===== src/rtl/avalon_mm_arbiter.sv =====
// Shares one Avalon-MM master between the instruction (I) and data (D) request ports.
// Round-robin on contention, one burstcount-1 transaction in flight, watchdog on a hung bridge.
module avalon_mm_arbiter #(
  parameter int                ADDR_W    = 28,
  parameter int                DATA_W    = 32,
  parameter int                TIMEOUT   = 1024,
  parameter logic [DATA_W-1:0] ERR_RDATA = 32'hDEAD_BEEF
) (
  input  logic                clk_clk,
  input  logic                reset_reset_n,

  input  logic                i_req,
  input  logic                i_we,
  input  logic [ADDR_W-1:0]   i_addr,
  input  logic [DATA_W-1:0]   i_wdata,
  input  logic [DATA_W/8-1:0] i_be,
  output logic                i_ack,
  output logic [DATA_W-1:0]   i_rdata,
  output logic                i_err,

  input  logic                d_req,
  input  logic                d_we,
  input  logic [ADDR_W-1:0]   d_addr,
  input  logic [DATA_W-1:0]   d_wdata,
  input  logic [DATA_W/8-1:0] d_be,
  output logic                d_ack,
  output logic [DATA_W-1:0]   d_rdata,
  output logic                d_err,

  output logic [ADDR_W-1:0]   avm_address,
  output logic                avm_read,
  output logic                avm_write,
  output logic [DATA_W-1:0]   avm_writedata,
  output logic [DATA_W/8-1:0] avm_byteenable,
  output logic                avm_burstcount,
  output logic                avm_debugaccess,
  input  logic                avm_waitrequest,
  input  logic [DATA_W-1:0]   avm_readdata,
  input  logic                avm_readdatavalid
);

  localparam int TW = $clog2(TIMEOUT + 2);
  localparam logic [TW-1:0] T_LAST = TW'((TIMEOUT > 0) ? TIMEOUT - 1 : 0);

  typedef enum logic [1:0] {IDLE, CMD, RESP, DONE} state_t;

  state_t                state_q;
  logic                  last_d_q;
  logic                  gnt_d_q;
  logic                  we_q;
  logic [ADDR_W-1:0]     addr_q;
  logic [DATA_W-1:0]     wdata_q;
  logic [DATA_W/8-1:0]   be_q;
  logic                  rd_q;
  logic                  wr_q;
  logic [TW-1:0]         timer_q;
  logic                  stale_q;
  logic                  i_ack_q, d_ack_q;
  logic                  i_err_q, d_err_q;
  logic [DATA_W-1:0]     i_rdata_q, d_rdata_q;

  logic                  pick_d;
  logic                  win_we;
  logic [ADDR_W-1:0]     win_addr;
  logic [DATA_W-1:0]     win_wdata;
  logic [DATA_W/8-1:0]   win_be;
  logic                  expire;

  // D wins only if I is idle or I was granted last time.
  assign pick_d    = d_req & (~i_req | ~last_d_q);
  assign win_we    = pick_d ? d_we    : i_we;
  assign win_addr  = pick_d ? d_addr  : i_addr;
  assign win_wdata = pick_d ? d_wdata : i_wdata;
  assign win_be    = pick_d ? d_be    : i_be;

  // Fires on the edge that ends the TIMEOUT-th cycle spent in CMD+RESP.
  assign expire = (TIMEOUT != 0) && (timer_q >= T_LAST);

  always_ff @(posedge clk_clk or negedge reset_reset_n) begin
    if (!reset_reset_n) begin
      state_q   <= IDLE;
      last_d_q  <= 1'b1;
      gnt_d_q   <= 1'b0;
      we_q      <= 1'b0;
      addr_q    <= '0;
      wdata_q   <= '0;
      be_q      <= '0;
      rd_q      <= 1'b0;
      wr_q      <= 1'b0;
      timer_q   <= '0;
      stale_q   <= 1'b0;
      i_ack_q   <= 1'b0;
      d_ack_q   <= 1'b0;
      i_err_q   <= 1'b0;
      d_err_q   <= 1'b0;
      i_rdata_q <= '0;
      d_rdata_q <= '0;
    end else begin
      i_ack_q <= 1'b0;
      d_ack_q <= 1'b0;
      i_err_q <= 1'b0;
      d_err_q <= 1'b0;

      // The late answer to a timed-out read is swallowed wherever it shows up.
      if (avm_readdatavalid && stale_q) stale_q <= 1'b0;

      case (state_q)
        IDLE: begin
          if (i_req || d_req) begin
            gnt_d_q  <= pick_d;
            last_d_q <= pick_d;
            we_q     <= win_we;
            addr_q   <= win_addr;
            wdata_q  <= win_wdata;
            be_q     <= win_be;
            rd_q     <= ~win_we;
            wr_q     <= win_we;
            timer_q  <= '0;
            state_q  <= CMD;
          end
        end

        CMD: begin
          timer_q <= timer_q + TW'(1);
          if (!avm_waitrequest) begin
            rd_q <= 1'b0;
            wr_q <= 1'b0;
            if (we_q) begin
              i_ack_q <= ~gnt_d_q;
              d_ack_q <= gnt_d_q;
              state_q <= DONE;
            end else begin
              state_q <= RESP;
            end
          end else if (expire) begin
            // Never accepted, so no response can follow: stale stays clear.
            rd_q    <= 1'b0;
            wr_q    <= 1'b0;
            i_ack_q <= ~gnt_d_q;
            d_ack_q <= gnt_d_q;
            i_err_q <= ~gnt_d_q;
            d_err_q <= gnt_d_q;
            if (!we_q) begin
              if (gnt_d_q) d_rdata_q <= ERR_RDATA;
              else         i_rdata_q <= ERR_RDATA;
            end
            state_q <= DONE;
          end
        end

        RESP: begin
          timer_q <= timer_q + TW'(1);
          if (avm_readdatavalid && !stale_q) begin
            if (gnt_d_q) d_rdata_q <= avm_readdata;
            else         i_rdata_q <= avm_readdata;
            i_ack_q <= ~gnt_d_q;
            d_ack_q <= gnt_d_q;
            state_q <= DONE;
          end else if (expire) begin
            if (gnt_d_q) d_rdata_q <= ERR_RDATA;
            else         i_rdata_q <= ERR_RDATA;
            i_ack_q <= ~gnt_d_q;
            d_ack_q <= gnt_d_q;
            i_err_q <= ~gnt_d_q;
            d_err_q <= gnt_d_q;
            stale_q <= 1'b1;
            state_q <= DONE;
          end
        end

        DONE: state_q <= IDLE;

        default: state_q <= IDLE;
      endcase
    end
  end

  assign i_ack           = i_ack_q;
  assign d_ack           = d_ack_q;
  assign i_err           = i_err_q;
  assign d_err           = d_err_q;
  assign i_rdata         = i_rdata_q;
  assign d_rdata         = d_rdata_q;
  assign avm_address     = addr_q;
  assign avm_read        = rd_q;
  assign avm_write       = wr_q;
  assign avm_writedata   = wdata_q;
  assign avm_byteenable  = be_q;
  assign avm_burstcount  = 1'b1;
  assign avm_debugaccess = 1'b0;

endmodule

===== config.mk =====
export PLATFORM = sky130hd
export DESIGN_NAME = avalon_mm_arbiter
export DESIGN_NICKNAME = d
export VERILOG_FILES = /design/src/rtl/avalon_mm_arbiter.sv
export SDC_FILE = /design/constraint.sdc
export NUM_CORES = 1
export LEC_CHECK = 0
export CAP_MARGIN = 20
export CORE_AREA = 2 2 124 126
export DETAILED_ROUTE_END_ITERATION = 10
export DIE_AREA = 0 0 126 128
export PLACE_DENSITY = 0.86
export RECOVER_POWER = 100
export SETUP_SLACK_MARGIN = 0.15
export SLEW_MARGIN = 20
export SYNTH_ARGS = -nofsm -noshare
export SYNTH_HDL_FRONTEND = slang
export SYNTH_SLANG_ARGS = --single-unit

===== constraint.sdc =====
create_clock -name clk_clk -period 5.3 [get_ports clk_clk]
set_clock_uncertainty 0.1 [all_clocks]
set_input_delay 0.795 -clock clk_clk [delete_from_list [all_inputs] [get_ports clk_clk]]
set_output_delay 0.795 -clock clk_clk [all_outputs]
set_load 0.01 [all_outputs]

==> flow_summary.ini <==
[floorplan]
dieArea_um2 = 16100
rows = 45
fp.dieW_um = 126
die_y_um = 128
core_area_um2 = 14900
pin_count = 304
initial_core_util_pct = 44.3

[yosys]
synth-edff-count = 0
synth-seq-area-share_pct = 57.4
syn_inst = 567
synth.ff_latch_count = 151
syn-num-nets = 740
yosys_most_used_dff = dfrtp_1
avgSynthCellArea_um2 = 11.6
syn_area_um2 = 6590
yosysWarnings = 0
synthArstFlopShare_pct = 100
synth_cell_types = 49

[timing]
hold_viol = 0
worstMarginPinSlew_ns = 2.81
slew_headroom_pct = -87.1
fin_hold_ws_ns = 0.373
fin_tns_setup_ns = 0
setup_viol = 0
min_period_over_period_pct = 64.1
fmax_mhz = 294
rsz0062_at_grt = false
report.final.slew_viol_count = 113
fin_crit_ns = 3.40

[power]
ir_drop_uv = 302
power_leakage_nw = 4.32
pwr_density_cell_nw_per_um2 = 521

[clocking]
post_cts_buffers = 0
cts_tree = done
cts.sink_count = 151
cts_max_level = 4
clock_path_buffers = 2
cts_resized = 0
insertion_delay_ns = 0.41
numCtsBuffers = 17
cts-hold-fix-buffers = 0
clk_pin_slew_ns = 0.06
cts-root-buf = clkbuf_16

[outcome]
failed_checks = capacitance limit, slew limit
status = complete, but fails checks

[drt]
vias = 5730
drc_errors = 0
wirelength_mm = 20.0
first_pass_iters = 4
wl_per_cell_um = 19.1
avgViaCountPerCell = 5.47
postRouteAntennaNets = 0
drtIter0Drc = 291

[placed_design]
place_congestion = 0.776
hpwl_mm = 14.4
io_buffers = 301

[critical_path]
cp.arrival_ns = 3.54
cp_max_fo = 126
r2r-start = timer_q[0]
start_kind = primary input
startpoint = i_req
endpoint_kind = flip-flop
required_ns = 5.44
path_class = primary input to flip-flop

[min_path]
hp-start = avm_address[15]
hold_class = flip-flop to flip-flop

[global_route]
grt.overflow.total = 0
grt_pass1_vias = 5735
grt_max_degree = 127
grt_first_pass_wirelength_mm = 31.3
antenna_found_initial = 2
grt_usage_pct = 25.0

[job]
maxCapViolations = 1

[cells_and_area]
final_cell_mix = clkdlybuf4s50_1, dfrtp_1, dlygate4sd3_1, o21ai_0, nand2_1
final_common_cell = clkdlybuf4s50_1
drive_above_1_share_pct = 5.01
final_nets = 1019
area_delta_synth_final_pct = 57.3
## worst paths after layout
check	cells after the start	slack, ns	endpoint
max	4	1.90	avm_writedata[30]
min	2	0.37	avm_address[15]
max in group asynchronous	2	2.27	i_rdata[11]
min reg2reg	2	0.37	avm_address[15]
max reg2reg	5	2.28	d_rdata[24]
min in group asynchronous	1	1.14	d_rdata[6]
## power by group
part / internal (mW) / total, mW / leakage (nW) / switching [mW]
Combinational: 1.04 / 2.13 / 2.20 / 1.10
Clock: 0.924 / 1.40 / 0.338 / 0.471
Sequential: 1.61 / 1.87 / 1.78 / 0.264
## routing by layer
metal	vias up	wire length, um	GRT usage, %
met5	-	16	0
met1	2780	7460	28.7
met2	247	10100	41.7
met4	2	452	9.44
li1	2675	-	-
met3	26	2000	10.9
## state kept, by name (all words and copies together), names as in the netlist
signal,count
avm_writedata,32
d_rdata,32
i_rdata,32
avm_address,28
timer_q,11
avm_byteenable,4
state_q,2
avm_read,1
avm_write,1
d_ack,1
d_err,1
gnt_d_q,1
i_ack,1
i_err,1
last_d_q,1
stale_q,1
we_q,1
## cell usage after synthesis, drive strengths merged (2+ instances only)
library cell / count / share of area (%)
o32a: 48 / 7.3
nand2b: 3 / 0.28
conb: 2 / 0.11
clkbuf: 26 / 1.5
mux2i: 65 / 9.9
ha: 5 / 0.95
or3: 3 / 0.28
dfrtp: 150 / 57
nor2: 11 / 0.63
nand3: 4 / 0.30
buf: 19 / 1.7
and3: 5 / 0.47
nand4: 3 / 0.28
nor2b: 2 / 0.19
a21o: 4 / 0.46
a22o: 2 / 0.27
a32o: 17 / 2.6
xor2: 4 / 0.53
nor3: 2 / 0.15
nand2: 73 / 4.2
o21ai: 80 / 6.1
o221ai: 2 / 0.27
and4: 2 / 0.27
and3b: 2 / 0.27
a21boi: 5 / 0.68
a31oi: 2 / 0.19
inv: 4 / 0.23
a21oi: 8 / 0.61
## worst max-delay path, stage by stage
cell	delay [ns]
dlygate4sd3_1	0.61
o21ai_0	0.88
buf_4	0.93
o21ai_0	0.25
## area by class of cell
class | instances | area, um^2
fillers | 1094 | 4510
flip-flops and latches | 151 | 3780
repair buffers | 305 | 3050
multi-input cells | 367 | 2590
clock buffers | 21 | 470
well taps | 188 | 235
clock inverters | 11 | 216
inverters | 4 | 15.0
diodes | 1 | 2.50
## through the flow
step	std cells	area, um^2	total power [mW]	utilization (%)	setup slack, ns
finish	1048	10400	5.40	69.7	1.90
floorplan	567	6590	2.95	-	3.24
detailed placement	1015	9690	4.19	65.2	2.06
global route	1048	10400	5.74	69.7	1.55
CTS	1047	10400	5.62	69.8	2.49
global placement	1015	9690	4.13	65.2	2.13
## cell families (layout without fill, tap and decap cells)
group / count (synthesis) / count (layout) / synth area share (%)
AO/OA/AOI/OAI: 175 / 175 / 19.7
flip-flops: 151 / 151 / 57.4
AND/OR/NAND/NOR: 115 / 115 / 7.88
multiplexers: 66 / 66 / 10.0
buffers and inverters: 49 / 341 / 3.42
adder cells (fa/ha/maj): 5 / 5 / 0.950
XOR/XNOR: 4 / 4 / 0.532
other: 2 / 3 / 0.114
Power figures use the tool's default switching activity.
